## config.mk

```make
export PLATFORM = sky130hd
export DESIGN_NAME = amf_rc_int_fifo_level_mon
export DESIGN_NICKNAME = d
export VERILOG_FILES = /design/src/rtl/amf_rc_int_fifo_level_mon.sv
export SDC_FILE = /design/constraint.sdc
export NUM_CORES = 1
export LEC_CHECK = 0
export BUFFER_PORTS_ARGS = -buffer_cell sky130_fd_sc_hd__buf_2
export CORE_ASPECT_RATIO = 1.25
export CORE_MARGIN = 2
export CORE_UTILIZATION = 33
export CTS_CLUSTER_DIAMETER = 40
export DETAILED_ROUTE_END_ITERATION = 10
export HOLD_SLACK_MARGIN = 0.15
export PLACE_DENSITY = 0.53
export SETUP_SLACK_MARGIN = 0.02
export SYNTH_ARGS = -nofsm -noshare
export SYNTH_HDL_FRONTEND = slang
export SYNTH_SLANG_ARGS = --single-unit
```

## constraint.sdc

```tcl
create_clock -name clk -period 1.9 [get_ports clk]
set_clock_uncertainty 0.15 [all_clocks]
set_input_delay 0.475 -clock clk [delete_from_list [all_inputs] [get_ports clk]]
set_output_delay 0.475 -clock clk [all_outputs]
set_load 0.01 [all_outputs]
```

## src/rtl/amf_rc_int_fifo_level_mon.sv

```systemverilog
// amf_rc_int_fifo_level_mon: per-channel FIFO occupancy counters with sticky
// overflow/underflow flags, hysteretic high-watermark status bits, a
// registered summary interrupt and a round-robin valid/ack interrupt-ID port.
module amf_rc_int_fifo_level_mon #(
    parameter int unsigned NumRcInt = 8,
    parameter int unsigned Depth    = 7,
    parameter int unsigned LvlW     = $clog2(Depth + 1)
) (
    input  logic                                              clk,
    input  logic                                              rst_n,
    input  logic [NumRcInt-1:0]                               push_i,
    input  logic [NumRcInt-1:0]                               pop_i,
    input  logic [LvlW-1:0]                                   hi_wm_i,
    input  logic [LvlW-1:0]                                   lo_wm_i,
    input  logic [NumRcInt-1:0]                               int_mask_i,
    input  logic [NumRcInt-1:0]                               int_clr_i,
    input  logic [NumRcInt-1:0]                               err_clr_i,
    output logic [NumRcInt-1:0][LvlW-1:0]                     amf_rc_int_fifo_level,
    output logic [NumRcInt-1:0]                               int_status_o,
    output logic [NumRcInt-1:0]                               ovf_o,
    output logic [NumRcInt-1:0]                               udf_o,
    output logic                                              irq_o,
    output logic                                              irq_valid_o,
    output logic [((NumRcInt > 1) ? $clog2(NumRcInt) : 1)-1:0] irq_id_o,
    input  logic                                              irq_ack_i
);

    localparam int unsigned     IdW    = (NumRcInt > 1) ? $clog2(NumRcInt) : 1;
    localparam logic [LvlW-1:0] DepthL = LvlW'(Depth);

    typedef enum logic {HYST_LOW, HYST_HIGH} hyst_e;
    typedef enum logic {ID_IDLE, ID_VALID}   id_state_e;

    logic [NumRcInt-1:0][LvlW-1:0] lvl_q, lvl_d;
    logic [NumRcInt-1:0]           ovf_q, ovf_d;
    logic [NumRcInt-1:0]           udf_q, udf_d;
    logic [NumRcInt-1:0]           status_q, status_d;
    logic [NumRcInt-1:0]           rise_q, rise_d;
    hyst_e                         hyst_q [NumRcInt];
    hyst_e                         hyst_d [NumRcInt];
    logic                          irq_q, irq_d;
    id_state_e                     id_state_q, id_state_d;
    logic [IdW-1:0]                id_q, id_d;
    logic [IdW-1:0]                rr_q, rr_d;
    logic [NumRcInt-1:0]           pending;
    logic [NumRcInt-1:0]           ack_clr;
    logic                          sel_found;
    logic [IdW-1:0]                sel_id;

    // Occupancy counters; simultaneous push and pop cancel with no error flag.
    always_comb begin
        lvl_d = lvl_q;
        ovf_d = ovf_q & ~err_clr_i;
        udf_d = udf_q & ~err_clr_i;
        for (int unsigned i = 0; i < NumRcInt; i++) begin
            if (push_i[i] && !pop_i[i]) begin
                if (lvl_q[i] == DepthL) begin
                    ovf_d[i] = 1'b1;
                end else begin
                    lvl_d[i] = lvl_q[i] + 1'b1;
                end
            end else if (pop_i[i] && !push_i[i]) begin
                if (lvl_q[i] == '0) begin
                    udf_d[i] = 1'b1;
                end else begin
                    lvl_d[i] = lvl_q[i] - 1'b1;
                end
            end
        end
    end

    // Watermark hysteresis on the registered level; rise_d pulses on LOW->HIGH only.
    always_comb begin
        rise_d = '0;
        for (int unsigned i = 0; i < NumRcInt; i++) begin
            hyst_d[i] = hyst_q[i];
            if (hi_wm_i == '0) begin
                hyst_d[i] = HYST_LOW;
            end else if ((hyst_q[i] == HYST_LOW) && (lvl_q[i] >= hi_wm_i)) begin
                hyst_d[i] = HYST_HIGH;
                rise_d[i] = 1'b1;
            end else if ((hyst_q[i] == HYST_HIGH) && (lvl_q[i] <= lo_wm_i)) begin
                hyst_d[i] = HYST_LOW;
            end
        end
    end

    // Sticky status with set priority over software clear and ack clear.
    always_comb begin
        ack_clr = '0;
        if ((id_state_q == ID_VALID) && irq_ack_i) begin
            ack_clr[id_q] = 1'b1;
        end
        pending  = status_q & ~int_mask_i;
        irq_d    = |pending;
        status_d = (status_q & ~int_clr_i & ~ack_clr) | rise_q;
    end

    // ID port: pick first pending channel at or after rr_q (wrapping), hold until ack.
    always_comb begin
        id_state_d = id_state_q;
        id_d       = id_q;
        rr_d       = rr_q;
        sel_found  = 1'b0;
        sel_id     = '0;
        // Two ascending scans: the first covers rr_q..top, the second wraps to 0.
        for (int unsigned i = 0; i < NumRcInt; i++) begin
            if (!sel_found && pending[i] && (i >= 32'(rr_q))) begin
                sel_found = 1'b1;
                sel_id    = IdW'(i);
            end
        end
        for (int unsigned i = 0; i < NumRcInt; i++) begin
            if (!sel_found && pending[i]) begin
                sel_found = 1'b1;
                sel_id    = IdW'(i);
            end
        end
        case (id_state_q)
            ID_IDLE: begin
                if (sel_found) begin
                    id_d       = sel_id;
                    id_state_d = ID_VALID;
                end
            end
            ID_VALID: begin
                if (irq_ack_i) begin
                    rr_d       = (id_q == IdW'(NumRcInt - 1)) ? '0 : id_q + 1'b1;
                    id_state_d = ID_IDLE;
                end
            end
            default: id_state_d = ID_IDLE;
        endcase
    end

    // Datapath registers.
    always_ff @(posedge clk or negedge rst_n) begin
        if (!rst_n) begin
            lvl_q    <= '0;
            ovf_q    <= '0;
            udf_q    <= '0;
            status_q <= '0;
            rise_q   <= '0;
            hyst_q   <= '{default: HYST_LOW};
            irq_q    <= 1'b0;
        end else begin
            lvl_q    <= lvl_d;
            ovf_q    <= ovf_d;
            udf_q    <= udf_d;
            status_q <= status_d;
            rise_q   <= rise_d;
            hyst_q   <= hyst_d;
            irq_q    <= irq_d;
        end
    end

    // ID port state register.
    always_ff @(posedge clk or negedge rst_n) begin
        if (!rst_n) begin
            id_state_q <= ID_IDLE;
            id_q       <= '0;
            rr_q       <= '0;
        end else begin
            id_state_q <= id_state_d;
            id_q       <= id_d;
            rr_q       <= rr_d;
        end
    end

    assign amf_rc_int_fifo_level = lvl_q;
    assign int_status_o          = status_q;
    assign ovf_o                 = ovf_q;
    assign udf_o                 = udf_q;
    assign irq_o                 = irq_q;
    assign irq_valid_o           = (id_state_q == ID_VALID);
    assign irq_id_o              = id_q;

    a_wm_order: assert property (@(posedge clk) disable iff (!rst_n)
        (hi_wm_i != '0) |-> (lo_wm_i < hi_wm_i));

endmodule

```

==> out/qor.yml <==
wirelength_microns: 13030
rows: 50
cp_top_family: "compound AO/OA/AOI/OAI gates"
dr_total_vias: 4622
switching_share_pct: 40.91
clk_path_buf_depth: 2
min_to: "ovf_o[7]"
grt_pass1_vias: 4582
rsz0062_at_grt: "yes"
hold_ws_ns: 0.2694
num_antenna_cells: 0
worstHoldStart: "err_clr_i[7]"
vdd_ir_drop_max_uv: 517.4
slew_headroom_pct: 26.84
drc_errors: 0
grt-ovfl-total: 0
dp.cells: 875
h-tree-depth: 3
start_util_pct: 33.92
die_h_microns: 142.9
fin_crit_sh_pct: 94.40
synth_cells: 558
layout_setup_ws_ns: 0.1063
syn_avg_cell_area_sq_um: 9.128
grt_pass1_wl_microns: 21780
drv_cap: 0
synth_seq_cells: 72
r2r-start: "amf_rc_int_fifo_level[10]"
final_area_sq_mm: 0.006560
worstHoldPathCells: 3
switchingPower_w: 0.003910
finalNonFillerCells: 894
root_buffer: "clkbuf_16"
synth_fp_nets: 681
yosys_warnings: 0
hold_viol: 0
setup_viol: 0
design.core.area_sq_mm: 0.01501
nets: 830
intPower_w: 0.005648
leakage_nw: 3.234
worstRegToRegCells: 5
drt_pre_antenna_iters: 4
place_ws_ns: -0.2222
synthArstFlopShare_pct: 100.0
drive_above_1_share_pct: 27.25
period_needed_ns: 1.794
ff2ff_setup_slack_ns: 0.13
drv_slew: 0
gp_congestion: 0.8670
die_x_microns: 115.1
grt_max_degree: 32
pin_count: 102
clock_power_share_pct: 19.4
viasPerCell: 5.170
cpPeakStageDelay_ns: 0.32
p_per_area_mw_per_mm2: 1457
p_seq_share_pct: 32.6
crit_path_start_kind: "input pin"
crit_buf_inv: 2
synth_seq_area_share_pct: 35.37
clk_pin_slew_ns: 0.06
arrival_ns: 1.81
path_cells: "buf_2 -> inv_1 -> ha_1 -> nor2b_1 -> o21a_1 -> o21ai_0 -> a211oi_1"
die_area_sq_mm: 0.01645
fmax_ghz: 0.5575
numCtsBuffers: 9
tightest_slew_ns: 1.091
hp-class: "input pin to flop"
finalSetupTns_ns: 0
synth_area_sq_mm: 0.005094
syn_to_final_growth_pct: 28.79
track_usage_pct: 16.59
cp-end-kind: "flop"
hpwl_microns: 9959
synth_edf_count: 0
path_max_fanout: 8
cts_tree: "done"
combPwrFrac_pct: 48.1
cp.required_ns: 1.92
wl_per_cell_microns: 14.57
antenna_found_initial: 0
clk_latency_ns: 0.34
synth_ff_type: "dfrtp_1"
slowest_stage: "ha_1"
status: "finished clean"
clkSinkCount: 72
synth_cell_type_count: 51
portBuffers: 101
ant_nets: 0
worstSetupPathType: "input pin to flop"
r2r-end: "hyst_q[4]"
place_area_sq_mm: 0.006195
drt_iter0_drc: 220
fill_cells: 1478
cell families after synthesis:
group,after synthesis,synth area share (%)
AOI/OAI and AO/OA,154,20.12
xor gates and xnor gates,3,0.5159
adders and majority gates,74,19.36
buffers and inverters,64,4.741
DFF,72,35.37
muxes,4,0.8352
and+or+nand+nor,187,19.06
sequential cells by signal (all words and copies together), names as in the netlist:
name,cells
amf_rc_int_fifo_level,24
int_status_o,8
irq_id_o,3
rise_q,8
irq_o,1
ovf_o,8
hyst_q,8
irq_valid_o,1
rr_q,3
udf_o,8
per-stage QoR:
stage / total power [W] / utilization, %
final: 0.009557 / 43.69
after global routing: 0.01049 / 43.69
after CTS: 0.009612 / 43.48
after detailed placement: 0.007693 / 41.26
after global placement: 0.007493 / 41.26
after floorplan: 0.006002 / -
layout by cell type (no fill, tap or decap), drive strengths merged, types with 3 or more instances in the layout:
| cell | count |
|---|---|
| inv | 55 |
| and2b | 3 |
| nor2b | 29 |
| dfrtp | 72 |
| nand3 | 23 |
| nand2 | 31 |
| xor2 | 3 |
| a211oi | 9 |
| a22o | 8 |
| clkbuf | 11 |
| a31o | 9 |
| o21ai | 56 |
| o31ai | 3 |
| o21a | 10 |
| a21boi | 5 |
| a32o | 8 |
| ha | 66 |
| and3 | 8 |
| fa | 8 |
| nor2 | 35 |
| nand2b | 14 |
| a21oi | 22 |
| a22oi | 3 |
| buf | 146 |
| a31oi | 6 |
| nor3 | 27 |
| nor3b | 6 |
| nor4 | 6 |
layout make-up:
class | instances | area (sq um) | area share [%]
Tap cell | 182 | 227.7 | 3.471
Sequential cell | 72 | 1805 | 27.52
Clock inverter | 5 | 80.08 | 1.221
Inverter | 55 | 221.5 | 3.376
Timing Repair Buffer | 147 | 868.3 | 13.24
Clock buffer | 11 | 242.7 | 3.700
Multi-Input combinational cell | 422 | 3114 | 47.47
what timing repair did:
action,CTS,global route
setup buffers,0,2
endpoints found under the hold margin,27,0
hold buffers,1,0
endpoints found under the setup margin,0,8
resized for setup,0,5
worst max path at each step:
stage                                    startpoint                       end  slack, ns  cells after the start
final                                    lo_wm_i[1]                 hyst_q[4]       0.11                      7
after global routing      amf_rc_int_fifo_level[18]                 hyst_q[1]     -0.008                      7
after CTS                 amf_rc_int_fifo_level[18]                 hyst_q[1]       0.08                      7
after detailed placement                 lo_wm_i[1]                 hyst_q[4]      -0.22                      7
after global placement                   hi_wm_i[0]                 rise_q[1]      -0.23                      3
after floorplan                            pop_i[1]  amf_rc_int_fifo_level[5]      -0.11                      9
metal layers:
| metal | GRT usage (%) | vias to the layer above | wire (microns) |
|---|---|---|---|
| li1 | - | 2310 | - |
| met5 | 0 | - | 0 |
| met4 | 7.863 | 0 | 331 |
| met1 | 20.80 | 2188 | 5842 |
| met2 | 27.80 | 106 | 6275 |
| met3 | 2.547 | 18 | 581 |
tightest hold or removal path, delay by kind of cell:
family / cells / cell delay (ns)
AOI/OAI and AO/OA: 1 / 0.12
buffers and inverters: 2 / 0.11
synthesized netlist by cell type, types with 8 or more instances:
cell | n | area [sq um]
a211oi_1 | 9 | 67.56
a21oi_1 | 21 | 105.1
a22o_1 | 8 | 70.07
a31o_2 | 9 | 78.83
a32o_1 | 8 | 80.08
and3_1 | 8 | 50.05
clkbuf_1 | 8 | 30.03
dfrtp_1 | 72 | 1802
fa_1 | 8 | 160.2
ha_1 | 66 | 825.8
inv_1 | 55 | 206.5
nand2_1 | 31 | 116.4
nand2b_1 | 14 | 87.58
nand3_1 | 23 | 115.1
nor2_1 | 35 | 131.4
nor2b_1 | 29 | 181.4
nor3_1 | 26 | 130.1
o21a_1 | 10 | 75.07
o21ai_0 | 55 | 275.3
power groups by stage:
stage / sequential, W / clock (W) / combinational, W
after CTS: 0.00310 / 0.00192 / 0.00459
after detailed placement: 0.00313 / 0 / 0.00457
after floorplan: 0.00308 / 0 / 0.00292
after global placement: 0.00310 / 0 / 0.00439
after global routing: 0.00326 / 0.00197 / 0.00527
final: 0.00311 / 0.00185 / 0.00460
Note: power is estimated with default switching activity, not from simulation.
